===== src/rtl/ps2_pkg.sv =====
// Shared types and constants for the PS/2 host transmitter and its companions.
// Holds the transmitter state encoding, frame length, parity helper and command bytes.
package ps2_pkg;

   typedef enum logic [2:0] {
      IDLE,
      INHIBIT,
      START,
      SHIFT,
      ACK,
      WAIT_REL
   } ps2_tx_state_t;

   // Device falling edges in one host-to-device frame, including the ack clock.
   localparam int PS2_FRAME_FALLS = 11;

   localparam logic [7:0] PS2_CMD_SET_LED = 8'hED;
   localparam logic [7:0] PS2_CMD_ENABLE  = 8'hF4;

   // Odd parity: the returned bit makes the total count of ones in data+parity odd.
   function automatic logic odd_parity(input logic [7:0] data);
      return ~^data;
   endfunction

endpackage


===== src/rtl/ps2_clk_sync.sv =====
// Three-flop synchroniser for the PS/2 clock and data lines plus a registered
// falling-edge detector on the clock; shared with the ps2_keyboard receiver.
module ps2_clk_sync (
   input  logic clk,
   input  logic rst,
   input  logic ps2_clk,
   input  logic ps2_data,
   output logic clk_level,
   output logic data_level,
   output logic fall
);

   logic [2:0] clk_sync;
   logic [2:0] data_sync;

   // NOTE: sequential state uses non-blocking assignments so every flop samples
   // the pre-edge value of its neighbour; blocking here would collapse the chain.
   always_ff @(posedge clk) begin
      if (rst) begin
         // Idle lines float high, so presetting to 1 avoids a false fall after reset.
         clk_sync  <= 3'b111;
         data_sync <= 3'b111;
         fall      <= 1'b0;
      end else begin
         clk_sync  <= {clk_sync[1:0], ps2_clk};
         data_sync <= {data_sync[1:0], ps2_data};
         fall      <= clk_sync[2] & ~clk_sync[1];
      end
   end

   assign clk_level  = clk_sync[2];
   assign data_level = data_sync[2];

endmodule


===== src/rtl/ps2_host_tx.sv =====
// PS/2 host-to-device command transmitter: request-to-send, 11-fall frame, ack, release.
// Define PS2_TX_ACK_CHECK_EN to report a missing device acknowledge through err.
module ps2_host_tx
   import ps2_pkg::*;
#(
   parameter int INHIBIT_CYCLES = 5000,
   parameter int TIMEOUT_CYCLES = 750000
) (
   input  logic       clk,
   input  logic       rst,
   input  logic       ps2_clk,
   input  logic       ps2_data,
   output logic       ps2_clk_oe,
   output logic       ps2_data_oe,
   input  logic [7:0] tx_data,
   input  logic       tx_valid,
   output logic       tx_ready,
   output logic       done,
   output logic       err
);

   localparam int INH_W  = $clog2(INHIBIT_CYCLES) + 1;
   localparam int WDOG_W = $clog2(TIMEOUT_CYCLES) + 1;

`ifdef PS2_TX_ACK_CHECK_EN
   localparam logic ACK_CHECK = 1'b1;
`else
   localparam logic ACK_CHECK = 1'b0;
`endif

   logic              clk_level;
   logic              data_level;
   logic              fall;
   ps2_tx_state_t     state;
   logic [7:0]        shreg;
   logic              parity;
   logic [3:0]        bit_cnt;
   logic [INH_W-1:0]  inh_cnt;
   logic [WDOG_W-1:0] wdog;
   logic              ack_ok;

   ps2_clk_sync u_sync (
      .clk        (clk),
      .rst        (rst),
      .ps2_clk    (ps2_clk),
      .ps2_data   (ps2_data),
      .clk_level  (clk_level),
      .data_level (data_level),
      .fall       (fall)
   );

   always_ff @(posedge clk) begin
      if (rst) begin
         state       <= IDLE;
         ps2_clk_oe  <= 1'b0;
         ps2_data_oe <= 1'b0;
         tx_ready    <= 1'b1;
         done        <= 1'b0;
         err         <= 1'b0;
         shreg       <= '0;
         parity      <= 1'b0;
         bit_cnt     <= '0;
         inh_cnt     <= '0;
         wdog        <= '0;
         ack_ok      <= 1'b0;
      end else begin
         // NOTE: done/err default low every cycle so each completion is a single pulse.
         done <= 1'b0;
         err  <= 1'b0;

         case (state)
            IDLE: begin
               if (tx_valid) begin
                  shreg       <= tx_data;
                  parity      <= odd_parity(tx_data);
                  inh_cnt     <= INH_W'(INHIBIT_CYCLES - 1);
                  ps2_clk_oe  <= 1'b1;
                  ps2_data_oe <= 1'b0;
                  tx_ready    <= 1'b0;
                  state       <= INHIBIT;
               end
            end

            INHIBIT: begin
               if (inh_cnt == '0) begin
                  ps2_data_oe <= 1'b1;
                  state       <= START;
               end else begin
                  inh_cnt <= inh_cnt - INH_W'(1);
               end
            end

            START: begin
               // Releasing the clock hands control to the device; data stays low as the start bit.
               ps2_clk_oe <= 1'b0;
               wdog       <= WDOG_W'(TIMEOUT_CYCLES);
               bit_cnt    <= '0;
               state      <= SHIFT;
            end

            SHIFT, ACK, WAIT_REL: begin
               if (!fall && wdog <= WDOG_W'(1)) begin
                  ps2_clk_oe  <= 1'b0;
                  ps2_data_oe <= 1'b0;
                  tx_ready    <= 1'b1;
                  done        <= 1'b1;
                  err         <= 1'b1;
                  state       <= IDLE;
               end else begin
                  if (fall) wdog <= WDOG_W'(TIMEOUT_CYCLES);
                  else      wdog <= wdog - WDOG_W'(1);

                  case (state)
                     SHIFT: begin
                        if (fall) begin
                           bit_cnt <= bit_cnt + 4'd1;
                           if (bit_cnt < 4'd8) begin
                              ps2_data_oe <= ~shreg[0];
                              shreg       <= {1'b0, shreg[7:1]};
                           end else if (bit_cnt == 4'd8) begin
                              ps2_data_oe <= ~parity;
                           end else begin
                              ps2_data_oe <= 1'b0;
                              if (bit_cnt == 4'(PS2_FRAME_FALLS - 2)) state <= ACK;
                           end
                        end
                     end
                     ACK: begin
                        if (fall) begin
                           ack_ok  <= ~data_level;
                           bit_cnt <= bit_cnt + 4'd1;
                           state   <= WAIT_REL;
                        end
                     end
                     WAIT_REL: begin
                        if (clk_level && data_level) begin
                           tx_ready <= 1'b1;
                           done     <= 1'b1;
                           err      <= ACK_CHECK & ~ack_ok;
                           state    <= IDLE;
                        end
                     end
                     default: ;
                  endcase
               end
            end

            default: begin
               ps2_clk_oe  <= 1'b0;
               ps2_data_oe <= 1'b0;
               tx_ready    <= 1'b1;
               state       <= IDLE;
            end
         endcase
      end
   end

endmodule


===== config.mk =====
export PLATFORM = sky130hd
export DESIGN_NAME = ps2_host_tx
export DESIGN_NICKNAME = d
export VERILOG_FILES = /design/src/rtl/ps2_pkg.sv /design/src/rtl/ps2_clk_sync.sv /design/src/rtl/ps2_host_tx.sv
export SDC_FILE = /design/constraint.sdc
export NUM_CORES = 1
export LEC_CHECK = 0
export CORE_UTILIZATION = 55
export CTS_BUF_LIST = sky130_fd_sc_hd__clkbuf_2
export DETAILED_ROUTE_END_ITERATION = 6
export PLACE_DENSITY = 0.74
export REMOVE_ABC_BUFFERS = 1
export SKIP_CTS_REPAIR_TIMING = 1
export SYNTH_ARGS = -nofsm -noshare
export SYNTH_HDL_FRONTEND = slang
export SYNTH_HIERARCHICAL = 1
export SYNTH_SLANG_ARGS = --single-unit

===== constraint.sdc =====
create_clock -name clk -period 2.63 [get_ports clk]
set_input_delay 0.3945 -clock clk [delete_from_list [all_inputs] [get_ports clk]]
set_output_delay 0.3945 -clock clk [all_outputs]
set_load 0.02 [all_outputs]

# After elaboration in Yosys (flattened, before gate mapping)
# Index checks and enable logic that the tools add are counted.
# totals
wordCells	122
input_bits	13
reg_bits	63
# classes
bitwise	8
n_reduce_logical	22
add_sub_neg	3
n_lt_le_gt_ge	2
eq_ne	27
n_mux	46
# op_table
op	count
21-bit two-way mux	2
21-bit case mux with 2 select lines	1
8-bit two-way mux	5
14-bit two-way mux	2
14-bit case mux with 2 select lines	1
3-bit two-way mux	9
21-bit by 1-bit less-or-equal comparator with 1-bit output, second input constant	1
21-bit by 1-bit subtractor with 21-bit output, second input constant	1
1-bit two-way mux	16
2-bit inequality test, second input constant	8
4-bit inequality test, second input constant	4
8-bit case mux with 2 select lines	1
14-bit zero test	1
14-bit by 1-bit subtractor with 14-bit output, second input constant	1
4-bit two-way mux	3
3-bit case mux with 4 select lines	1
3-bit inequality test, second input constant	3
3-bit case mux with 3 select lines	1
9-bit AND reduction	1
4-bit equality test, second input constant	2
4-bit by 3-bit inequality test with 1-bit output, second input constant	2
4-bit case mux with 2 select lines	1
4-bit AND reduction	2
8-bit XNOR reduction	1
22 further kinds	38

# Logic depth before layout (Yosys ltp)
# depth
depth_word	8
depth_mapped	8

# Modules after synthesis
# Netlist, hierarchy kept.
# by_module_without_submodules
mod	area_each_um2	cells_each	seq_area_each_um2	n_inst
ps2_host_tx	3091.7	383	1121.1	1
ps2_clk_sync	185.2	14	140.1	1

# Worst setup path before layout
# OpenSTA, ideal clock, no wires.
# synth_path
path_kind	flip-flop to flip-flop
start	reg wdog[11]
end	reg wdog[18]
arrival_ns	1.994
path_stages_with_launch	6
required_time_ns	2.559
synth_period_minus_slack_ns	2.064
slack_ns	0.566
path_cell_list	dfxtp_1 or4_4 or3_4 or3_1 or3_1 a21oi_1
# synth_between
elab_chain_cells	4
elab_cells_between_ends	8
cone_classes	add/sub: 1; order compare: 1; eq/ne: 1; mux: 3; reduce/logical: 2
# synth_lines
element	line_no	text
from (decl)	ps2_host_tx.sv:39	logic [WDOG_W-1:0] wdog;
from (signal assigned)	ps2_host_tx.sv:96	wdog <= WDOG_W'(TIMEOUT_CYCLES);
from (signal assigned)	ps2_host_tx.sv:110	if (fall) wdog <= WDOG_W'(TIMEOUT_CYCLES);
from (signal assigned)	ps2_host_tx.sv:111	else wdog <= wdog - WDOG_W'(1);
21-bit by 1-bit subtractor with 21-bit output or 21-bit by 1-bit less-or-equal comparator with 1-bit output (tied branches)	ps2_host_tx.sv:111, ps2_host_tx.sv:102	
21-bit two-way mux or 1-bit logical AND (tied branches)	ps2_host_tx.sv:110, ps2_host_tx.sv:102	
21-bit two-way mux or 2-bit inequality test (tied branches)	--	
21-bit case mux with 2 select lines or 2-bit AND reduction (tied branches)	--	
# Several ways; a longest one is shown, not always the timed one. The select of a mux whose other input is x is not followed.
# A chain may end at the register's enable or synchronous reset.

# Worst setup path after layout
# layout_path
start	reg wdog[1]
end	reg wdog[14]
# The elaborated chain is that of the path after synthesis.

==> impl_metrics.yaml <==
sta:
  worstMarginPinSlew_ns: 0.685
  fin_setup_tns_ns: 0
  fmax_mhz: 434
  period_share: 0.876
  clock_skew_ns: 0.0287
  fin_crit_ns: 2.30
  setup_viol: 0
  max_slew_margin: 0.539
  rsz0062_at_grt: "false"
  finalHoldViolCount: 0
  drv_slew: 0
yosys:
  async_reset_ff_frac: 0
  ys_top_cells_by_count: "dfxtp_1, nor2_1, a21oi_1, nand2_1, or3_1"
  synth_most_common_cell: "dfxtp_1"
  synth_edf_count: 0
  seq_area_frac_synth: 0.385
  syn_area_um2: 3280
  yosys_warnings: 6
  syn_avg_cell_area_um2: 8.25
  yosys.area.top_type: "dfxtp_1"
  yosys-top-cells-area: "dfxtp_1, a21oi_1, or3_1"
  synth_seq_cells: 63
  synthCells: 397
  yosys_most_used_dff: "dfxtp_1"
  yosysUniqueCellTypes: 55
  synth_top_area_frac: 0.385
cts:
  cts_root_buffer: "clkbuf_2"
  clockBufferDepth: 2
  cts_tree: "done"
  path_clk_slew_ns: 0.20
  cts_max_level: 3
  cts_buffers: 9
  clk_latency_ns: 0.52
  clock-sinks: 63
detailed_routing:
  first_pass_iters: 5
  drt-initial-drc-count: 135
  ant_nets: 0
  viasPerCell: 6.10
  via_count: 3012
  drt_wl_total_um: 7490
  drc: 0
  wl_per_cell_um: 15.2
floorplan:
  core.rowCount: 27
  die-width_um: 79.2
  die_area_um2: 6270
  die_h_um: 79.2
  io_pins: 18
  start_util: 0.584
  core_region_area_um2: 5610
placement:
  hpwlAfterDp_um: 5230
  numPortBuffers: 17
  dpl_cell_area_um2: 3550
  gp_congestion: 0.880
critical_path:
  start_kind: "flip-flop"
  r2r_start: "wdog[1]"
  r2r_end: "wdog[14]"
  regToRegSetupSlack_ns: 0.33
  worstSetupEndpointType: "flip-flop"
  slowest_stage: "o2111ai_1"
  crit_path_max_incr_delay_ns: 0.58
  crit_fanout: 9
  r2r_cells: 6
  worst_ep_required_time_ns: 3.06
  crit_chain: "inv_1 -> ha_1 -> o2111ai_1 -> nor2_1 -> or4_1 -> a31oi_1"
  crit_type: "flip-flop to flip-flop"
  worstPathArrival_ns: 2.74
power:
  switchingPower_uw: 798
  switching_share: 0.322
  ir_worst_vdd_uv: 680
  pwr-share-clk: 0.309
  intPower_uw: 1680
  comb_power_share: 0.250
  p_per_area_nw_per_um2: 670
  p_leak_uw: 0.00133
  seq_power_share: 0.441
hold_path:
  worstHoldStart: "rst"
  min_to: "err"
  hold_path.class: "input pin to flip-flop"
  worstHoldPathCells: 2
layout:
  fin_area_um2: 3700
  fin_nets: 436
  syn_to_final_growth_pct: 13.0
  drive_gt1_frac: 0.0900
  num_antenna_cells: 0
run:
  maxCapViolCount: 0
global_route:
  grt_start_max_net_pins: 36
  antenna_found_initial: 0
  grt_remaining_overflow: 0
  grt_pass1_vias: 2667
  grtUsageTotal: 0.258
  grt_pass1_wl_um: 12500
run_status:
  outcome: "completed"
cell families after synthesis:
family	Yosys count	synth area share
DFF	63	0.385
buffers and inverters	30	0.0347
and+or+nand+nor	173	0.292
AOI/OAI and AO/OA	103	0.205
adders and majority gates	6	0.0229
muxes	4	0.0122
xor gates and xnor gates	18	0.0481
layout make-up:
| type | count | area (um^2) |
|---|---|---|
| clock buffers | 9 | 45.0 |
| clock inverters | 7 | 111 |
| fillers | 508 | 1910 |
| inverters | 10 | 37.5 |
| multi-input cells | 304 | 1900 |
| flip-flops and latches | 63 | 1260 |
| well taps | 72 | 90.1 |
| repair buffers | 29 | 255 |
how the worst max path moves through the flow:
stage	start	to	slack (ns)
after floorplan	state[0]	inh_cnt[9]	0.47
after global placement	tx_valid	inh_cnt[9]	0.43
after detailed placement	wdog[2]	wdog[16]	0.39
after CTS	wdog[2]	ps2_data_oe	0.36
after global routing	wdog[5]	wdog[16]	0.08
final	wdog[1]	wdog[14]	0.33
per-stage QoR:
step / hold WS, ns / util / total power (uW) / instances / setup slack [ns]
after floorplan: 0.383 / - / 1530 / 377 / 0.468
after global placement: 0.389 / 0.632 / 1710 / 478 / 0.429
after detailed placement: 0.394 / 0.632 / 1720 / 478 / 0.389
after CTS: 0.353 / 0.660 / 2490 / 494 / 0.360
after global routing: 0.346 / 0.660 / 2620 / 494 / 0.0790
final: 0.364 / 0.660 / 2480 / 494 / 0.325
flip-flops by register name (all words and copies together) (netlist names):
register,flops
parity,1
inh_cnt,14
err,1
bit_cnt,4
u_sync/fall,1
tx_ready,1
state,3
shreg,8
wdog,21
done,1
ps2_data_oe,1
u_sync/data_sync,3
u_sync/clk_sync,3
ps2_clk_oe,1
placed cells by master (no fill, tap or decap), drive strengths merged, types with 5 or more instances in the layout:
| master | n |
|---|---|
| dfxtp | 63 |
| nor2 | 33 |
| a21oi | 31 |
| nand2 | 29 |
| or3 | 25 |
| o21ai | 19 |
| clkdlybuf4s50 | 16 |
| buf | 13 |
| nor3 | 12 |
| xnor2 | 11 |
| a311oi | 11 |
| inv | 10 |
| or4 | 10 |
| a31oi | 9 |
| clkbuf | 9 |
| nor4 | 8 |
| o31ai | 8 |
| nand3 | 8 |
| or2 | 8 |
| nand2b | 7 |
| xor2 | 7 |
| nand4 | 7 |
| ha | 6 |
| nor3b | 5 |
power groups by stage:
stage	Clock [uW]	Sequential, uW	Combinational (uW)
after floorplan	0	1100	431
after global routing	818	1110	695
after detailed placement	0	1110	611
after global placement	0	1110	599
after CTS	779	1090	615
final	767	1090	620
routing by layer:
| metal | global-route usage | up-vias | part of all wire |
|---|---|---|---|
| li1 | - | 1523 | - |
| met1 | 0.351 | 1427 | 0.50 |
| met2 | 0.396 | 58 | 0.45 |
| met3 | 0.0759 | 4 | 0.040 |
| met4 | 0.0691 | 0 | 0.0073 |
| met5 | 0 | - | 0 |
worst max-delay path: cells and delay by family, from the launching register on:
kind | cells | cell delay [ns]
and+or+nand+nor | 2 | 0.82
DFF | 1 | 0.41
AOI/OAI and AO/OA | 2 | 0.74
adders and majority gates | 1 | 0.19
buffers and inverters | 1 | 0.08
No activity file was read; power rests on OpenSTA's default activity.
